### src/rtl/seven_seg_scan_driver_pkg.sv
// seven_seg_pkg: segment glyphs, nibble decode and controller states
package seven_seg_pkg;
  localparam logic [0:6] BLANK = 7'b1111111;
  localparam logic [0:6] GLYPHS [16] = '{
    7'b0000001, 7'b1001111, 7'b0010010, 7'b0000110,
    7'b1001100, 7'b0100100, 7'b0100000, 7'b0001111,
    7'b0000000, 7'b0000100, 7'b0001000, 7'b1100000,
    7'b0110001, 7'b1000010, 7'b0110000, 7'b0111000
  };
  typedef enum logic [1:0] {IDLE, CONV, COMMIT} state_t;
  function automatic logic [0:6] nib2seg(input logic [3:0] nib, input logic hex_en);
    return (nib > 4'd9 && !hex_en) ? BLANK : GLYPHS[nib];
  endfunction
endpackage

### src/rtl/seven_seg_scan_driver_if.sv
// seven_seg_scan_driver_if: host load bus and display pin bundle
interface seven_seg_scan_driver_if #(parameter int NUM_DIGITS = 4) ();
  logic                    load;
  logic [4*NUM_DIGITS-1:0] value;
  logic                    bin_mode;
  logic                    hex_en;
  logic                    blank_lz;
  logic [NUM_DIGITS-1:0]   dp_in;
  logic                    busy;
  logic                    done;
  logic [0:6]              seg_out;
  logic                    dp_out;
  logic [NUM_DIGITS-1:0]   an_out;
  modport master (output load, value, bin_mode, hex_en, blank_lz, dp_in,
                  input busy, done, seg_out, dp_out, an_out);
  modport slave (input load, value, bin_mode, hex_en, blank_lz, dp_in,
                 output busy, done, seg_out, dp_out, an_out);
endinterface

### src/rtl/seven_seg_scan_driver_bin2bcd.sv
// bin2bcd_seq: iterative double-dabble binary to packed BCD converter
module bin2bcd_seq #(
  parameter int BIN_W = 13,
  parameter int NUM_DIGITS = 4
) (
  input  logic                    clk,
  input  logic                    rst,
  input  logic                    start,
  input  logic [BIN_W-1:0]        bin,
  output logic [4*NUM_DIGITS-1:0] bcd,
  output logic                    valid
);
  localparam int W = 4 * NUM_DIGITS;
  localparam int CW = $clog2(BIN_W + 1);
  logic [W+BIN_W-1:0] sh_q;
  logic [CW-1:0]      cnt_q;
  logic               valid_q;
  function automatic logic [W+BIN_W-1:0] step(input logic [W+BIN_W-1:0] s);
    logic [W+BIN_W-1:0] t;
    t = s;
    for (int i = 0; i < NUM_DIGITS; i++)
      if (t[BIN_W+4*i +: 4] > 4'd4) t[BIN_W+4*i +: 4] = t[BIN_W+4*i +: 4] + 4'd3;
    return t << 1;
  endfunction
  // first iteration runs on start, so the last of BIN_W lands BIN_W-1 cycles later
  always_ff @(posedge clk)
    if (rst) begin
      sh_q <= '0;
      cnt_q <= '0;
      valid_q <= 1'b0;
    end else if (start) begin
      sh_q <= step({{W{1'b0}}, bin});
      cnt_q <= CW'(BIN_W - 1);
      valid_q <= (BIN_W == 1);
    end else if (cnt_q != '0) begin
      sh_q <= step(sh_q);
      cnt_q <= cnt_q - 1'b1;
      valid_q <= (cnt_q == CW'(1));
    end
  assign bcd = sh_q[W+BIN_W-1:BIN_W];
  assign valid = valid_q;
endmodule

### src/rtl/seven_seg_scan_driver.sv
// seven_seg_scan_driver: buffered, multiplexed seven-segment display driver
module seven_seg_scan_driver
  import seven_seg_pkg::*;
#(
  parameter int NUM_DIGITS = 4,
  parameter int SCAN_DIV = 50000,
  parameter int BIN_W = 13
) (
  input logic clk,
  input logic rst,
  seven_seg_scan_driver_if.slave bus
);
  localparam int W = 4 * NUM_DIGITS;
  localparam int PW = $clog2(SCAN_DIV);
  localparam int IW = NUM_DIGITS > 1 ? $clog2(NUM_DIGITS) : 1;
  state_t                state_q, state_d;
  logic                  ld_q, binm_q, hex_in_q, blz_in_q;
  logic [W-1:0]          val_q;
  logic [NUM_DIGITS-1:0] dpi_q;
  logic                  pend_hex_q, pend_blz_q;
  logic [NUM_DIGITS-1:0] pend_dp_q;
  logic [W-1:0]          disp_q;
  logic                  hex_q, blz_q, done_q;
  logic [NUM_DIGITS-1:0] dp_q;
  logic [PW-1:0]         presc_q;
  logic [IW-1:0]         idx_q;
  logic [NUM_DIGITS-1:0] an_q, an_d;
  logic [0:6]            seg_q, seg_d;
  logic                  dpo_q, dpo_d;
  logic                  start, wr_bcd, wr_bin, conv_valid, tc;
  logic [W-1:0]          conv_bcd, upper;
  bin2bcd_seq #(.BIN_W(BIN_W), .NUM_DIGITS(NUM_DIGITS)) u_conv (
    .clk(clk),
    .rst(rst),
    .start(start),
    .bin(val_q[BIN_W-1:0]),
    .bcd(conv_bcd),
    .valid(conv_valid)
  );
  // register a host load only while the controller is idle; later loads are dropped
  always_ff @(posedge clk)
    if (rst) begin
      ld_q <= 1'b0;
      val_q <= '0;
      binm_q <= 1'b0;
      hex_in_q <= 1'b0;
      blz_in_q <= 1'b0;
      dpi_q <= '0;
    end else begin
      ld_q <= bus.load && state_q == IDLE;
      if (bus.load && state_q == IDLE) begin
        val_q <= bus.value;
        binm_q <= bus.bin_mode;
        hex_in_q <= bus.hex_en;
        blz_in_q <= bus.blank_lz;
        dpi_q <= bus.dp_in;
      end
    end
  // controller next state: BCD commits directly, binary detours through the converter
  always_comb begin
    start = state_q == IDLE && ld_q && binm_q;
    wr_bcd = state_q == IDLE && ld_q && !binm_q;
    wr_bin = state_q == COMMIT;
    state_d = start ? CONV : (state_q == CONV && conv_valid) ? COMMIT : wr_bin ? IDLE : state_q;
  end
  // controller state register
  always_ff @(posedge clk)
    state_q <= rst ? IDLE : state_d;
  // hold display flags of a binary load until its result commits
  always_ff @(posedge clk)
    if (rst) begin
      pend_hex_q <= 1'b0;
      pend_blz_q <= 1'b0;
      pend_dp_q <= '0;
    end else if (start) begin
      pend_hex_q <= hex_in_q;
      pend_blz_q <= blz_in_q;
      pend_dp_q <= dpi_q;
    end
  // display buffer and its update pulse
  always_ff @(posedge clk)
    if (rst) begin
      disp_q <= '0;
      hex_q <= 1'b0;
      blz_q <= 1'b0;
      dp_q <= '0;
      done_q <= 1'b0;
    end else begin
      done_q <= wr_bcd || wr_bin;
      if (wr_bcd) begin
        disp_q <= val_q;
        hex_q <= hex_in_q;
        blz_q <= blz_in_q;
        dp_q <= dpi_q;
      end else if (wr_bin) begin
        disp_q <= conv_bcd;
        hex_q <= pend_hex_q;
        blz_q <= pend_blz_q;
        dp_q <= pend_dp_q;
      end
    end
  assign tc = presc_q == PW'(SCAN_DIV - 1);
  // prescaler and digit index rotation
  always_ff @(posedge clk)
    if (rst) begin
      presc_q <= '0;
      idx_q <= '0;
    end else begin
      presc_q <= tc ? '0 : presc_q + 1'b1;
      if (tc) idx_q <= idx_q == IW'(NUM_DIGITS - 1) ? '0 : idx_q + 1'b1;
    end
  // decode the selected digit; it is a leading zero when it and all digits above are zero
  always_comb begin
    upper = disp_q >> (4 * idx_q);
    seg_d = (blz_q && idx_q != '0 && upper == '0) ? BLANK : nib2seg(upper[3:0], hex_q);
    an_d = ~(NUM_DIGITS'(1) << idx_q);
    dpo_d = ~dp_q[idx_q];
  end
  // anodes, segments and dp share one register stage so they always switch together
  always_ff @(posedge clk)
    if (rst) begin
      an_q <= '1;
      seg_q <= BLANK;
      dpo_q <= 1'b1;
    end else begin
      an_q <= an_d;
      seg_q <= seg_d;
      dpo_q <= dpo_d;
    end
  assign bus.busy = state_q != IDLE;
  assign bus.done = done_q;
  assign bus.seg_out = seg_q;
  assign bus.dp_out = dpo_q;
  assign bus.an_out = an_q;
endmodule

### src/flat_wrapper.sv
// flat-port wrapper written by rule: the top's interface ports become plain ports
module seven_seg_scan_driver_flat import seven_seg_pkg::*;
#(
  parameter int NUM_DIGITS = 4,
  parameter int SCAN_DIV = 50000,
  parameter int BIN_W = 13
)
  (clk, rst, bus_load, bus_value, bus_bin_mode, bus_hex_en, bus_blank_lz, bus_dp_in, bus_busy, bus_done, bus_seg_out, bus_dp_out, bus_an_out);
  seven_seg_scan_driver_if #(.NUM_DIGITS(NUM_DIGITS)) bus_i ();
  input logic clk;
  input logic rst;
  input wire logic [$bits(bus_i.load)-1:0] bus_load;
  input wire logic [$bits(bus_i.value)-1:0] bus_value;
  input wire logic [$bits(bus_i.bin_mode)-1:0] bus_bin_mode;
  input wire logic [$bits(bus_i.hex_en)-1:0] bus_hex_en;
  input wire logic [$bits(bus_i.blank_lz)-1:0] bus_blank_lz;
  input wire logic [$bits(bus_i.dp_in)-1:0] bus_dp_in;
  output wire logic [$bits(bus_i.busy)-1:0] bus_busy;
  output wire logic [$bits(bus_i.done)-1:0] bus_done;
  output wire logic [$bits(bus_i.seg_out)-1:0] bus_seg_out;
  output wire logic [$bits(bus_i.dp_out)-1:0] bus_dp_out;
  output wire logic [$bits(bus_i.an_out)-1:0] bus_an_out;
  assign bus_i.load = bus_load;
  assign bus_i.value = bus_value;
  assign bus_i.bin_mode = bus_bin_mode;
  assign bus_i.hex_en = bus_hex_en;
  assign bus_i.blank_lz = bus_blank_lz;
  assign bus_i.dp_in = bus_dp_in;
  assign bus_busy = bus_i.busy;
  assign bus_done = bus_i.done;
  assign bus_seg_out = bus_i.seg_out;
  assign bus_dp_out = bus_i.dp_out;
  assign bus_an_out = bus_i.an_out;
  seven_seg_scan_driver #(.NUM_DIGITS(NUM_DIGITS), .SCAN_DIV(SCAN_DIV), .BIN_W(BIN_W)) u_core (.clk(clk), .rst(rst), .bus(bus_i));
endmodule
### config.mk
export PLATFORM = sky130hd
export DESIGN_NAME = seven_seg_scan_driver_flat
export DESIGN_NICKNAME = d
export VERILOG_FILES = /design/src/rtl/seven_seg_scan_driver_pkg.sv /design/src/rtl/seven_seg_scan_driver_if.sv /design/src/rtl/seven_seg_scan_driver_bin2bcd.sv /design/src/rtl/seven_seg_scan_driver.sv /design/src/flat_wrapper.sv
export SDC_FILE = /design/constraint.sdc
export NUM_CORES = 1
export LEC_CHECK = 0
export ABC_AREA = 0
export BUFFER_PORTS_ARGS = -buffer_cell sky130_fd_sc_hd__buf_4
export CAP_MARGIN = 0
export CELL_PAD_IN_SITES_DETAIL_PLACEMENT = 1
export CELL_PAD_IN_SITES_GLOBAL_PLACEMENT = 2
export CORE_ASPECT_RATIO = 0.7
export CORE_MARGIN = 2
export CORE_UTILIZATION = 39
export DETAILED_ROUTE_END_ITERATION = 6
export PLACE_DENSITY = 0.85
export RECOVER_POWER = 100
export SYNTH_ARGS = -nofsm -noshare
export SYNTH_HDL_FRONTEND = slang
export SYNTH_SLANG_ARGS = --single-unit
### constraint.sdc
create_clock -name clk -period 4 [get_ports clk]
set_input_delay 0.6 -clock clk [delete_from_list [all_inputs] [get_ports clk]]
set_output_delay 0.6 -clock clk [all_outputs]
set_load 0.01 [all_outputs]
==> results of run 1 <==
-- cells by family after synthesis --
logic type	count (synthesis)	synth area share
AOI/OAI and AO/OA	138	0.162
muxes	30	0.0719
buffers and inverters	59	0.0440
xor gates and xnor gates	13	0.0213
DFF	118	0.442
adders and majority gates	20	0.0468
and+or+nand+nor	253	0.212
-- synthesized netlist by cell type, drive strengths merged (8+ instances only) --
library cell,number
a211oi,29
o21ai,20
nand2,104
ha,20
nand3,17
nand2b,8
clkbuf,34
dfxtp,118
a21oi,60
nor2b,13
a311oi,12
or3,8
inv,18
nor2,71
mux2i,17
-- through the flow --
step                area [um2]  worst slack (ns)
finish                    6230              1.17
global route              6230             0.887
CTS                       6290              1.23
detailed placement        5730              1.31
global placement          5730              1.41
floorplan                 5340              1.71
-- layer usage --
layer / vias to the layer above / global-route usage / share of wire
met5: - / 0 / 0
met4: 0 / 0.0664 / 0.0053
met3: 6 / 0.0445 / 0.036
met2: 75 / 0.322 / 0.45
met1: 2263 / 0.286 / 0.51
li1: 2248 / - / -
-- flip-flops by register name, summed over array words and instances (netlist names), 2 cells and up --
name,count
u_core.u_conv.sh_q,28
u_core.idx_q,2
u_core.bus.an_out,4
u_core.u_conv.cnt_q,4
u_core.val_q,16
u_core.disp_q,16
u_core.presc_q,16
u_core.bus.seg_out,7
u_core.state_q,2
u_core.dp_q,4
u_core.dpi_q,4
u_core.pend_dp_q,4
-- area by class of cell --
| class | instances | area, um2 | area share |
|---|---|---|---|
| Timing Repair Buffer | 43 | 264 | 0.0424 |
| Inverter | 18 | 67.6 | 0.0108 |
| Clock inverter | 8 | 75.1 | 0.0120 |
| Tap cell | 185 | 231 | 0.0371 |
| Sequential cell | 118 | 2360 | 0.379 |
| Clock buffer | 22 | 484 | 0.0777 |
| Multi-Input combinational cell | 454 | 2750 | 0.441 |
-- report_power, final --
part           internal (W)  leakage, nW  switching, W
Combinational      0.000229         1.15      0.000421
Sequential          0.00128        0.965     0.0000912
Clock              0.000909        0.266      0.000533
-- worst reg2reg max path, cell delays in order, from the launching register on --
cell and delay (ns):
sky130_fd_sc_hd__dfxtp_1 0.36, sky130_fd_sc_hd__nor2_1 0.13, sky130_fd_sc_hd__nand3b_1 0.11, sky130_fd_sc_hd__clkbuf_1 1.48
sky130_fd_sc_hd__nor2_1 0.34, sky130_fd_sc_hd__a211oi_1 0.31
-- worst paths after layout --
path,depth (start not counted),endpoint
worst max-delay path,5,u_core.disp_q[8]$_SDFFE_PP0P_
worst min-delay path,3,u_core.binm_q$_SDFFE_PP0P_
worst max register to register,5,u_core.disp_q[8]$_SDFFE_PP0P_
worst min register to register,2,u_core.pend_blz_q$_SDFFE_PP0P_
==> results by group, run 1 <==
STA
  • Period utilisation layout: 0.708
  • Final min period: roughly 2.8 ns
  • Smallest hold slack: between 0.4 and 0.5 ns
  • Post-Route Skew: just under 0.009 ns
  • Total of endpoints with negative setup slack in the final report: 0
  • Achievable Freq: between 300 and 400 MHz
  • Sum Neg Setup Slack: 0 ns
  • Final hold violation count: 0
  • Relative slew margins: -0.383
  • Transition at the pin with the smallest max-transition slack: just over 2 ns
  • Number of pins with negative max-slew slack in the final report: roughly 160
  • Setup repair after global routing missed its margin: no

Worst setup path
  • Setup Crit Path Kind: reg2reg
  • Cell family with the largest share of critical-path delay: buffers and inverters
  • Required time of the critical path: around 4.3 ns
  • Origin of the critical flop-to-flop path: u_core.state_q[0]$_SDFFE_PP0P_
  • CP Data Arrival Time: ~3.1 ns
  • Worst setup path start: u_core.state_q[0]$_SDFFE_PP0P_
  • Sequence of cells on the critical path: nor2_1 -> nand3b_1 -> clkbuf_1 -> nor2_1 -> a211oi_1
  • Worst Path Buf+Inv: 1
  • Crit path top cell by count: sky130_fd_sc_hd__nor2_1
  • Setup slack on the worst flop-to-flop path: approximately 1.2 ns
  • Critical path's slowest cell: sky130_fd_sc_hd__clkbuf_1
  • Worst stage delay on the critical path: between 1 and 1.5 ns
  • Nature of the critical path startpoint: flip-flop
  • Category of the worst setup path capture point: flip-flop
  • Peak fanout along the critical path: 45

Run status
  • Status: finished with violations
  • Violations in the final reports: max-capacitance violations, max-slew violations

GRT
  • Number of global-route vias before repair: between 4k and 5k
  • Grt total ovfl: 0
  • Overall fraction of global-route tracks in use: 0.206
  • First-pass GRT wire length: 23500 um
  • Initial antenna violation count: 0
  • Maximum number of pins on one net before global-route repair: just over 80

Place
  • Last weighted congestion value of the routability-driven placer: between 0.8 and 0.9
  • Port Buf Inserts: 39
  • Number of placed instances with taps included: approximately 820
  • HPWL reported at the end of detailed placement: between 9000 and 10000 um

Yosys
  • Count of different cell masters after synthesis: 42
  • Ys async rst share: 0
  • Count of flip-flops with a built-in enable after synthesis: 0
  • Yosys warning count: 0
  • Average cell area after synthesis: approximately 8.5 um2
  • Share of Yosys cell area claimed by the top area cell type: 0.442
  • Seq/Total Area, Yosys: 0.442
  • Largest cells by area after synthesis: sky130_fd_sc_hd__dfxtp_1, sky130_fd_sc_hd__nand2_1, sky130_fd_sc_hd__a21oi_1
  • Library cell with the largest summed area after synthesis: sky130_fd_sc_hd__dfxtp_1
  • Synthesized netlist cell count: 631
  • Syn_nets: 677
  • Synthesized cell area: 0.00534 mm2
  • Top flip-flop cell by instance count after synthesis: sky130_fd_sc_hd__dfxtp_1
  • Flip-flop and latch count after synthesis: approximately 120

Final layout
  • Fin util: 0.470
  • Most common cell after layout, fill and taps aside: sky130_fd_sc_hd__dfxtp_1
  • Antenna Diode Count: 0
  • Area added between synthesis and finish: 16.6%
  • Number of inserted filler cells in the final layout: about 1.6k
  • Layout cell share with drive strength beyond 1: 0.103
  • Highest-count cells in the layout ignoring fill and taps: sky130_fd_sc_hd__dfxtp_1, sky130_fd_sc_hd__nand2_1, sky130_fd_sc_hd__nor2_1
  • Layout Cells excl Fill: 848
  • # nets final: ~700

Flow run
  • MaxCap Viol Count: 3

Clocking
  • Clock Path Buffers: 2
  • Hold Buf Count CTS: 0
  • TritonCTS buffer count: 17
  • Worst skew pair latency: 0.41 ns
  • Master cell of the clock root buffer: sky130_fd_sc_hd__clkbuf_16
  • Number of gates resized after CTS: 0
  • Total number of clock tree sinks: around 120
  • Post-CTS setup-driven buffer insertion count: 0
  • Clock transition time at the flip-flop clock pins of the worst setup and hold paths: 0.05 ns
  • CTS tree: done
  • CTS HTree Levels: 4

Detailed routing
  • Per-cell via count in the routed design: ~5.4
  • Via count: approximately 4.6k
  • Total length of routed wires: 14300 um
  • DRC violation count after routing: 0
  • Count of routing violations after the opening detailed-route iteration: approximately 260
  • Detail-routed net length per standard cell: ~17 um
  • Antenna viol nets, final: 0
  • First-pass detailed-route iteration total: 4

Die
  • Count of pins on the block boundary: 40
  • X dimension of the die: ~140 um
  • Height of the die: 102 um
  • Rows: 35
  • Die Footprint: ~0.015 mm2
  • Core region area: 0.0133 mm2
  • Starting Density: 0.403

Power
  • PD cells: roughly 560 mW/mm2
  • Design Power: 0.00347 W
  • Pleak: between 2 and 2.5 nW
  • Maximum resistive drop on vdd: about 0.43 mV

Worst hold path
  • Worst min-delay path category: in2reg
  • Worst Min Path Start: bus_bin_mode
No activity file was read; power rests on OpenSTA's default activity.
==> run 2: changes to the inputs <==
--- a/config.mk
+++ b/config.mk
@@ -5,16 +5,16 @@
 export SDC_FILE = /design/constraint.sdc
 export NUM_CORES = 1
 export LEC_CHECK = 0
-export ABC_AREA = 0
+export ABC_AREA = 1
 export BUFFER_PORTS_ARGS = -buffer_cell sky130_fd_sc_hd__buf_4
 export CAP_MARGIN = 0
 export CELL_PAD_IN_SITES_DETAIL_PLACEMENT = 1
 export CELL_PAD_IN_SITES_GLOBAL_PLACEMENT = 2
 export CORE_ASPECT_RATIO = 0.7
 export CORE_MARGIN = 2
-export CORE_UTILIZATION = 39
+export CORE_UTILIZATION = 34
 export DETAILED_ROUTE_END_ITERATION = 6
-export PLACE_DENSITY = 0.85
+export PLACE_DENSITY = 0.8
 export RECOVER_POWER = 100
 export SYNTH_ARGS = -nofsm -noshare
 export SYNTH_HDL_FRONTEND = slang
==> constraint.sdc (replaced) <==
create_clock -name clk -period 2.9 [get_ports clk]
set_input_delay 0.435 -clock clk [delete_from_list [all_inputs] [get_ports clk]]
set_output_delay 0.435 -clock clk [all_outputs]
set_load 0.01 [all_outputs]
==> run 2 against run 1 <==
Against the previous run: routed wire length grew 5.3%; maximum frequency rose by 28%; critical endpoint is now u_core.bus.seg_out[0]$_SDFF_PP1_; power rose by 42%; the flow now finishes without violations; final cell count rose by 23%.
==> results by group, run 2 <==
Run status
  • Status: finished clean

Yosys
  • Ys async rst share: 0 (unchanged)
  • Count of flip-flops with a built-in enable after synthesis: 0 (unchanged)
  • Syn_nets: 820 (+21%)
  • Post-synthesis mux area share: 0 (-0.0719)
  • Fraction of the mapped netlist area in compound gates: 0.154 (-0.00853)
  • Share of Yosys cell area claimed by the top area cell type: 0.425 (-0.0171)
  • Library cell with the largest summed area after synthesis: sky130_fd_sc_hd__dfxtp_1
  • Average cell area after synthesis: 7.18 um2 (-15%)
  • Largest cells by area after synthesis: sky130_fd_sc_hd__dfxtp_1, sky130_fd_sc_hd__nand2_1, sky130_fd_sc_hd__o21ai_0
  • Most instantiated library cell after synthesis: sky130_fd_sc_hd__nand2_1
  • Synthesized cell area: 0.00556 mm2 (+4.0%)
  • Fraction of the mapped netlist area in simple logic gates: 0.274 (+0.0623)
  • Xor/xnor share of the synthesized area: 0.0142 (-0.00713)
  • Most common library cells after synthesis: sky130_fd_sc_hd__nand2_1, sky130_fd_sc_hd__dfxtp_1, sky130_fd_sc_hd__nor2_1
  • Area share of fa/ha/maj cells after synthesis: 0.0450 (-0.00181)
  • Top flip-flop cell by instance count after synthesis: sky130_fd_sc_hd__dfxtp_1
  • Dominant combinational cell family by area after synthesis: simple AND/OR/NAND/NOR gates
  • Seq/Total Area, Yosys: 0.425 (-0.0171)
  • Flip-flop and latch count after synthesis: 118 (unchanged)
  • Yosys warning count: 0 (unchanged)
  • Synthesized netlist cell count: 774 (+23%)
  • Count of different cell masters after synthesis: 32 (-24%)

Clocking
  • Worst skew pair latency: 0.43 ns (+0.02 ns)
  • Clock Path Buffers: 2 (unchanged)
  • Number of gates resized after CTS: 0 (unchanged)
  • TritonCTS buffer count: 17 (unchanged)
  • CTS HTree Levels: 4 (unchanged)
  • Master cell of the clock root buffer: sky130_fd_sc_hd__clkbuf_16
  • Clock transition time at the flip-flop clock pins of the worst setup and hold paths: 0.06 ns (about the same)
  • Total number of clock tree sinks: 118 (unchanged)
  • CTS tree: done
  • Post-CTS setup-driven buffer insertion count: 0 (unchanged)
  • Hold Buf Count CTS: 0 (unchanged)

Die
  • Starting Density: 0.344 (-0.0586)
  • Core region area: 0.0162 mm2 (+22%)
  • Count of pins on the block boundary: 40 (unchanged)
  • Rows: 39 (+11%)
  • Die Footprint: 0.0174 mm2 (+19%)
  • Height of the die: 111 um (+8.9%)
  • X dimension of the die: 157 um (+9.0%)

Place
  • Port Buf Inserts: 39 (unchanged)
  • Last weighted congestion value of the routability-driven placer: 0.837 (-2.5%)
  • HPWL reported at the end of detailed placement: 10600 um (+9.9%)

GRT
  • Grt total ovfl: 0 (unchanged)
  • Initial antenna violation count: 0 (unchanged)
  • First-pass GRT wire length: 25900 um (+10%)
  • Maximum number of pins on one net before global-route repair: 45 (-45%)
  • Number of global-route vias before repair: 5286 (+15%)
  • Overall fraction of global-route tracks in use: 0.189 (-0.0173)

Detailed routing
  • Detail-routed net length per standard cell: 14.4 um (-14%)
  • Per-cell via count in the routed design: 4.80 (-11%)
  • Antenna viol nets, final: 0 (unchanged)
  • Via count: 5005 (+9.0%)
  • Total length of routed wires: 15000 um (+5.3%)
  • Count of routing violations after the opening detailed-route iteration: 181 (-29%)
  • DRC violation count after routing: 0 (unchanged)
  • First-pass detailed-route iteration total: 7 (+3)

Power
  • Pleak: 2.73 nW (+15%)
  • Maximum resistive drop on vdd: 0.409 mV (-3.9%)
  • PD cells: 754 mW/mm2 (+36%)

Worst setup path
  • CP Data Arrival Time: 2.57 ns (-0.56 ns)
  • Peak fanout along the critical path: 12 (-73%)
  • Endpoint of the worst register-to-register path: u_core.bus.seg_out[0]$_SDFF_PP1_
  • Nature of the critical path startpoint: flip-flop
  • Worst-case reg-to-reg path depth: 10 (+5)
  • Origin of the critical flop-to-flop path: u_core.idx_q[1]$_SDFFE_PP0P_
  • Setup Crit Path Kind: reg2reg
  • Category of the worst setup path capture point: flip-flop
  • Required time of the critical path: 3.25 ns (-1.05 ns)
  • Worst setup path start: u_core.idx_q[1]$_SDFFE_PP0P_
  • Setup slack on the worst flop-to-flop path: 0.68 ns (-0.49 ns)
  • Critical path endpoint: u_core.bus.seg_out[0]$_SDFF_PP1_

STA
  • Total of endpoints with negative setup slack in the final report: 0 (unchanged)
  • Post-Route Skew: 0.0129 ns (+0.00397 ns)
  • Relative slew margins: 0.442 (+0.825)
  • Setup repair after global routing missed its margin: no
  • Number of pins with negative max-slew slack in the final report: 0 (-100%)
  • Transition at the pin with the smallest max-transition slack: 0.836 ns (-1.24 ns)
  • Smallest hold slack: 0.257 ns (-0.179 ns)
  • Final min period: 2.22 ns (-0.614 ns)
  • Period utilisation layout: 0.764 (+0.0567)
  • Sum Neg Setup Slack: 0 ns (unchanged)
  • Final hold violation count: 0 (unchanged)
  • Achievable Freq: 451 MHz (+28%)

Final layout
  • Most common cell after layout, fill and taps aside: sky130_fd_sc_hd__nand2_1
  • Number of inserted filler cells in the final layout: 2050 (+30%)
  • # nets final: 850 (+22%)
  • Biggest register: u_core.u_conv.sh_q
  • Max reg flops: 28 (unchanged)
  • Layout cell share with drive strength beyond 1: 0.0955 (-0.00709)
  • Area added between synthesis and finish: 17.3%
  • Highest-count cells in the layout ignoring fill and taps: sky130_fd_sc_hd__nand2_1, sky130_fd_sc_hd__dfxtp_1, sky130_fd_sc_hd__nor2_1
  • Antenna Diode Count: 0 (unchanged)

Flow run
  • MaxCap Viol Count: 0 (-3)

Worst hold path
  • Worst min-delay path category: in2reg
[run 2: changes by cell type in the layout (fill, tap and decap cells not counted), sizes merged, moves of 19 or more]
cell	before	now
nand3	17	36
a31oi	0	35
nand2	104	200
nor2	71	97
inv	18	83
o21ai	20	76
a211oi	29	0
[run 2: logic make-up after synthesis]
logic type | Yosys count
AOI/OAI and AO/OA | 158
adders and majority gates | 20
xor gates and xnor gates | 9
buffers and inverters | 116
and+or+nand+nor | 353
DFF | 118
[run 2: area by class of cell]
type / count / area (um2) / share of cell area
Multi-Input combinational cell: 540 / 2690 / 0.413
Sequential cell: 118 / 2360 / 0.362
Clock buffer: 21 / 450 / 0.0691
Inverter: 83 / 312 / 0.0478
Tap cell: 225 / 282 / 0.0432
Timing Repair Buffer: 44 / 272 / 0.0416
Clock inverter: 11 / 151 / 0.0232
[run 2: worst max-delay path, stage by stage (launching register included)]
cell,delay (ns)
sky130_fd_sc_hd__dfxtp_1,0.43
sky130_fd_sc_hd__inv_1,0.39
sky130_fd_sc_hd__nand3_1,0.12
sky130_fd_sc_hd__nand2_1,0.20
sky130_fd_sc_hd__ha_1,0.24
sky130_fd_sc_hd__inv_1,0.09
sky130_fd_sc_hd__nor2_1,0.11
sky130_fd_sc_hd__nand4_1,0.08
sky130_fd_sc_hd__nor3_1,0.14
sky130_fd_sc_hd__nand2_1,0.20
sky130_fd_sc_hd__nand3_1,0.14
[run 2: worst min path at each step]
| stage | startpoint | to | slack, ns | depth (start not counted) |
|---|---|---|---|---|
| final | bus_value[3] | u_core.val_q[3]$_SDFFE_PP0P_ | 0.26 | 3 |
| after global routing | bus_value[6] | u_core.val_q[6]$_SDFFE_PP0P_ | 0.27 | 3 |
| after detailed placement | u_core.pend_blz_q$_SDFFE_PP0P_ | u_core.pend_blz_q$_SDFFE_PP0P_ | 0.44 | 2 |
| after global placement | u_core.presc_q[0]$_SDFF_PP0_ | u_core.presc_q[0]$_SDFF_PP0_ | 0.43 | 1 |
| after CTS | bus_value[3] | u_core.val_q[3]$_SDFFE_PP0P_ | 0.25 | 3 |
| after floorplan | u_core.presc_q[0]$_SDFF_PP0_ | u_core.presc_q[0]$_SDFF_PP0_ | 0.42 | 1 |
[run 2: per-stage QoR]
stage | instances | total power, W | setup slack, ns | area, um2 | utilization
after floorplan | 774 | 0.00256 | 1.21 | 5560 | -
after global placement | 1010 | 0.00277 | 1.03 | 5990 | 0.371
after detailed placement | 1010 | 0.00282 | 0.859 | 5990 | 0.371
after CTS | 1042 | 0.00500 | 0.842 | 6590 | 0.408
after global routing | 1042 | 0.00523 | 0.332 | 6520 | 0.404
final | 1042 | 0.00492 | 0.684 | 6520 | 0.404
[run 2: power breakdown]
group          internal, W  leakage (nW)  switching [W]
clock network      0.00138         0.291       0.000777
registers          0.00177         0.966       0.000122
logic             0.000287          1.47       0.000583
total              0.00344          2.73        0.00148
[run 2: layer usage]
layer / vias to the layer above / share of wire / global-route usage
met3: 22 / 0.037 / 0.0528
met2: 77 / 0.44 / 0.292
met1: 2342 / 0.51 / 0.249
met5: - / 0 / 0
li1: 2564 / - / -
met4: 0 / 0.018 / 0.0716
==> run 3: changes to the inputs <==
--- a/config.mk
+++ b/config.mk
@@ -5,16 +5,16 @@
 export SDC_FILE = /design/constraint.sdc
 export NUM_CORES = 1
 export LEC_CHECK = 0
-export ABC_AREA = 1
+export ABC_AREA = 0
 export BUFFER_PORTS_ARGS = -buffer_cell sky130_fd_sc_hd__buf_4
 export CAP_MARGIN = 0
 export CELL_PAD_IN_SITES_DETAIL_PLACEMENT = 1
 export CELL_PAD_IN_SITES_GLOBAL_PLACEMENT = 2
 export CORE_ASPECT_RATIO = 0.7
 export CORE_MARGIN = 2
-export CORE_UTILIZATION = 34
+export CORE_UTILIZATION = 37
 export DETAILED_ROUTE_END_ITERATION = 6
-export PLACE_DENSITY = 0.8
+export PLACE_DENSITY = 0.82
 export RECOVER_POWER = 100
 export SYNTH_ARGS = -nofsm -noshare
 export SYNTH_HDL_FRONTEND = slang
==> constraint.sdc (replaced) <==
create_clock -name clk -period 2.1 [get_ports clk]
set_input_delay 0.315 -clock clk [delete_from_list [all_inputs] [get_ports clk]]
set_output_delay 0.315 -clock clk [all_outputs]
set_load 0.01 [all_outputs]
==> run 3 against run 2 <==
Against the previous run: critical path type unchanged; core utilization grew 6.6 points; non-clock buffer count grew 28; highest routed layer unchanged; clock power grew 38%; hold slack lost 0.10 ns; the flow now finishes with violations (negative setup slack); largest power group unchanged.
==> results by group, run 3 (synthesis gave the netlist of run 1 again) <==
Worst setup path
  • Cell family with the largest share of critical-path delay: multiplexers
  • Sequence of cells on the critical path: mux4_2 -> inv_4 -> ha_4 -> nand2_1 -> or4_4 -> a211o_4 -> o2111ai_2
  • Worst Path Buf+Inv: 1 (-1)
  • Nature of the critical path startpoint: flip-flop
  • Required time of the critical path: 2.43 ns (-0.82 ns)
  • CP Data Arrival Time: 2.51 ns (-0.06 ns)
  • Worst stage delay on the critical path: 0.55 ns (+0.12 ns)
  • Peak fanout along the critical path: 7 (-5)
  • Critical path's slowest cell: sky130_fd_sc_hd__mux4_2
  • Category of the worst setup path capture point: flip-flop
  • Setup Crit Path Kind: reg2reg

Detailed routing
  • Via count: 4736 (-5.4%)
  • Antenna viol nets, final: 0 (unchanged)
  • Per-cell via count in the routed design: 5.36 (+12%)
  • DRC violation count after routing: 0 (unchanged)
  • Total length of routed wires: 15200 um (+1.6%)
  • Detail-routed net length per standard cell: 17.3 um (+20%)
  • Count of routing violations after the opening detailed-route iteration: 216 (+19%)
  • First-pass detailed-route iteration total: 4 (-3)

Power
  • Fraction of power consumed by sequential logic: 0.374 (-0.012)
  • Pleak: 2.59 nW (-5.1%)
  • Net switching fraction of the power: 0.295 (-0.00582)
  • Part of the total power dissipated in combinational logic: 0.202 (+0.025)
  • PD cells: 1060 mW/mm2 (+41%)
  • Clock group share of total power: 0.424 (-0.014)
  • Design Power: 0.00699 W (+42%)
  • Internal power component: 0.00493 W (+43%)
  • Maximum resistive drop on vdd: 0.554 mV (+35%)
  • Switching Power: 0.00207 W (+39%)

STA
  • Post-Route Skew: 0.00928 ns (-0.00361 ns)
  • Total of endpoints with negative setup slack in the final report: 7 (+7)
  • Final hold violation count: 0 (unchanged)
  • Setup repair after global routing missed its margin: yes
  • Period utilisation layout: 1.04 (+0.275)
  • Transition at the pin with the smallest max-transition slack: 0.940 ns (+0.104 ns)
  • Number of pins with negative max-slew slack in the final report: 0 (unchanged)
  • Smallest hold slack: 0.152 ns (-0.105 ns)
  • Achievable Freq: 458 MHz (+1.5%)
  • Final worst setup slack: -0.0835 ns (-0.767 ns)
  • Final min period: 2.18 ns (-0.0330 ns)
  • Relative slew margins: 0.373 (-0.0691)

Clocking
  • Hold Buf Count CTS: 0 (unchanged)
  • Worst skew pair latency: 0.41 ns (-0.02 ns)
  • Clock Path Buffers: 2 (unchanged)
  • TritonCTS buffer count: 17 (unchanged)
  • CTS tree: done
  • Master cell of the clock root buffer: sky130_fd_sc_hd__clkbuf_16
  • Total number of clock tree sinks: 118 (unchanged)
  • CTS HTree Levels: 4 (unchanged)
  • Clock transition time at the flip-flop clock pins of the worst setup and hold paths: 0.05 ns (about the same)

Worst hold path
  • Worst min-delay path category: in2reg

Final layout
  • # nets final: 727 (-14%)
  • Most common cell after layout, fill and taps aside: sky130_fd_sc_hd__dfxtp_1
  • Max reg flops: 28 (unchanged)
  • Layout cell share with drive strength beyond 1: 0.163 (+0.0676)
  • Fin util: 0.470 (+0.0660)
  • Area added between synthesis and finish: 23.1%
  • Antenna Diode Count: 0 (unchanged)
  • Highest-count cells in the layout ignoring fill and taps: sky130_fd_sc_hd__dfxtp_1, sky130_fd_sc_hd__nand2_1, sky130_fd_sc_hd__nor2_1
  • Biggest register: u_core.u_conv.sh_q

Die
  • Starting Density: 0.381 (+0.0373)
  • Die Footprint: 0.0154 mm2 (-11%)
  • Core region area: 0.0140 mm2 (-13%)
  • Count of pins on the block boundary: 40 (unchanged)
  • X dimension of the die: 148 um (-5.9%)
  • Rows: 36 (-7.7%)
  • Height of the die: 105 um (-5.8%)

Place
  • Last weighted congestion value of the routability-driven placer: 0.832 (-0.59%)
  • Port Buf Inserts: 39 (unchanged)
  • HPWL reported at the end of detailed placement: 10300 um (-2.2%)

GRT
  • Initial antenna violation count: 0 (unchanged)
  • Maximum number of pins on one net before global-route repair: 46 (+2.2%)
  • First-pass GRT wire length: 25100 um (-3.1%)
  • Grt total ovfl: 0 (unchanged)
  • Overall fraction of global-route tracks in use: 0.204 (+0.0157)
  • Number of global-route vias before repair: 4911 (-7.1%)

Flow run
  • MaxCap Viol Count: 0 (unchanged)

Run status
  • Status: finished with violations
  • Violations in the final reports: negative setup slack
## run 3: cell count changes in the layout (fill, tap and decap cells not counted), sizes merged, moves of 8 or more
cell and change:
a211oi +29, a21oi +17, a311oi +12, a31oi -35, buf +24, inv -65, mux2i +17, nand2 -96
nand2b +8, nand3 -19, nor2 -26, nor2b +13, o21ai -56, or3 +8
## run 3: cell type report
| type | instances | area (um2) |
|---|---|---|
| repair buffers | 72 | 485 |
| multi-input cells | 454 | 2820 |
| clock inverters | 10 | 128 |
| well taps | 190 | 238 |
| clock buffers | 21 | 470 |
| fillers | 1625 | 7430 |
| flip-flops and latches | 118 | 2370 |
| inverters | 18 | 70.1 |
## run 3: worst min-delay path: cells and delay by family
family	cells	cell delay, ns
AO/OA/AOI/OAI	1	0.05
buffers and inverters	1	0.10
AND/OR/NAND/NOR	1	0.05
## run 3: worst paths after layout
kind                                              startpoint                                to  slack (ns)  cells after the start
worst min-delay path                            bus_bin_mode        u_core.binm_q$_SDFFE_PP0P_        0.15                      3
worst max register to register  u_core.idx_q[0]$_SDFFE_PP0P_  u_core.bus.seg_out[2]$_SDFF_PP1_       -0.08                      7
worst min register to register  u_core.presc_q[0]$_SDFF_PP0_      u_core.presc_q[0]$_SDFF_PP0_        0.46                      1
worst max-delay path            u_core.idx_q[0]$_SDFFE_PP0P_  u_core.bus.seg_out[2]$_SDFF_PP1_       -0.08                      7
## run 3: power groups by stage
stage	registers [W]	logic, W	clock network [W]
final	0.00261	0.00142	0.00296
after global routing	0.00264	0.00159	0.00314
after CTS	0.00261	0.00143	0.00302
after detailed placement	0.00266	0.00140	0
after global placement	0.00264	0.00134	0
after floorplan	0.00261	0.000895	0
## run 3: per-layer routing
metal  up-vias  GRT usage  wire (um)
met5         -          0          0
met4         0     0.0639        187
met3        16     0.0459        606
met2        74      0.322       6870
met1      2340      0.279       7580
li1       2306          -          -
## run 3: repair_timing
item / 4_1_cts / 5_1_grt
resized for setup: 1 / 11
pin swaps: 2 / 3
setup endpoints to repair: 7 / 7
setup buffers: 2 / 2
## run 3: stage by stage
step | setup slack (ns) | std cells | TNS [ns] | area (um2)
6_report | -0.0835 | 883 | -0.486 | 6580
5_1_grt | -0.157 | 883 | -2.42 | 6580
4_1_cts | -0.0294 | 881 | -0.0733 | 6580
3_5_place_dp | -0.0995 | 848 | -0.461 | 5950
3_3_place_gp | 0.000772 | 848 | 0 | 5950
2_1_floorplan | -0.114 | 631 | -0.683 | 5360
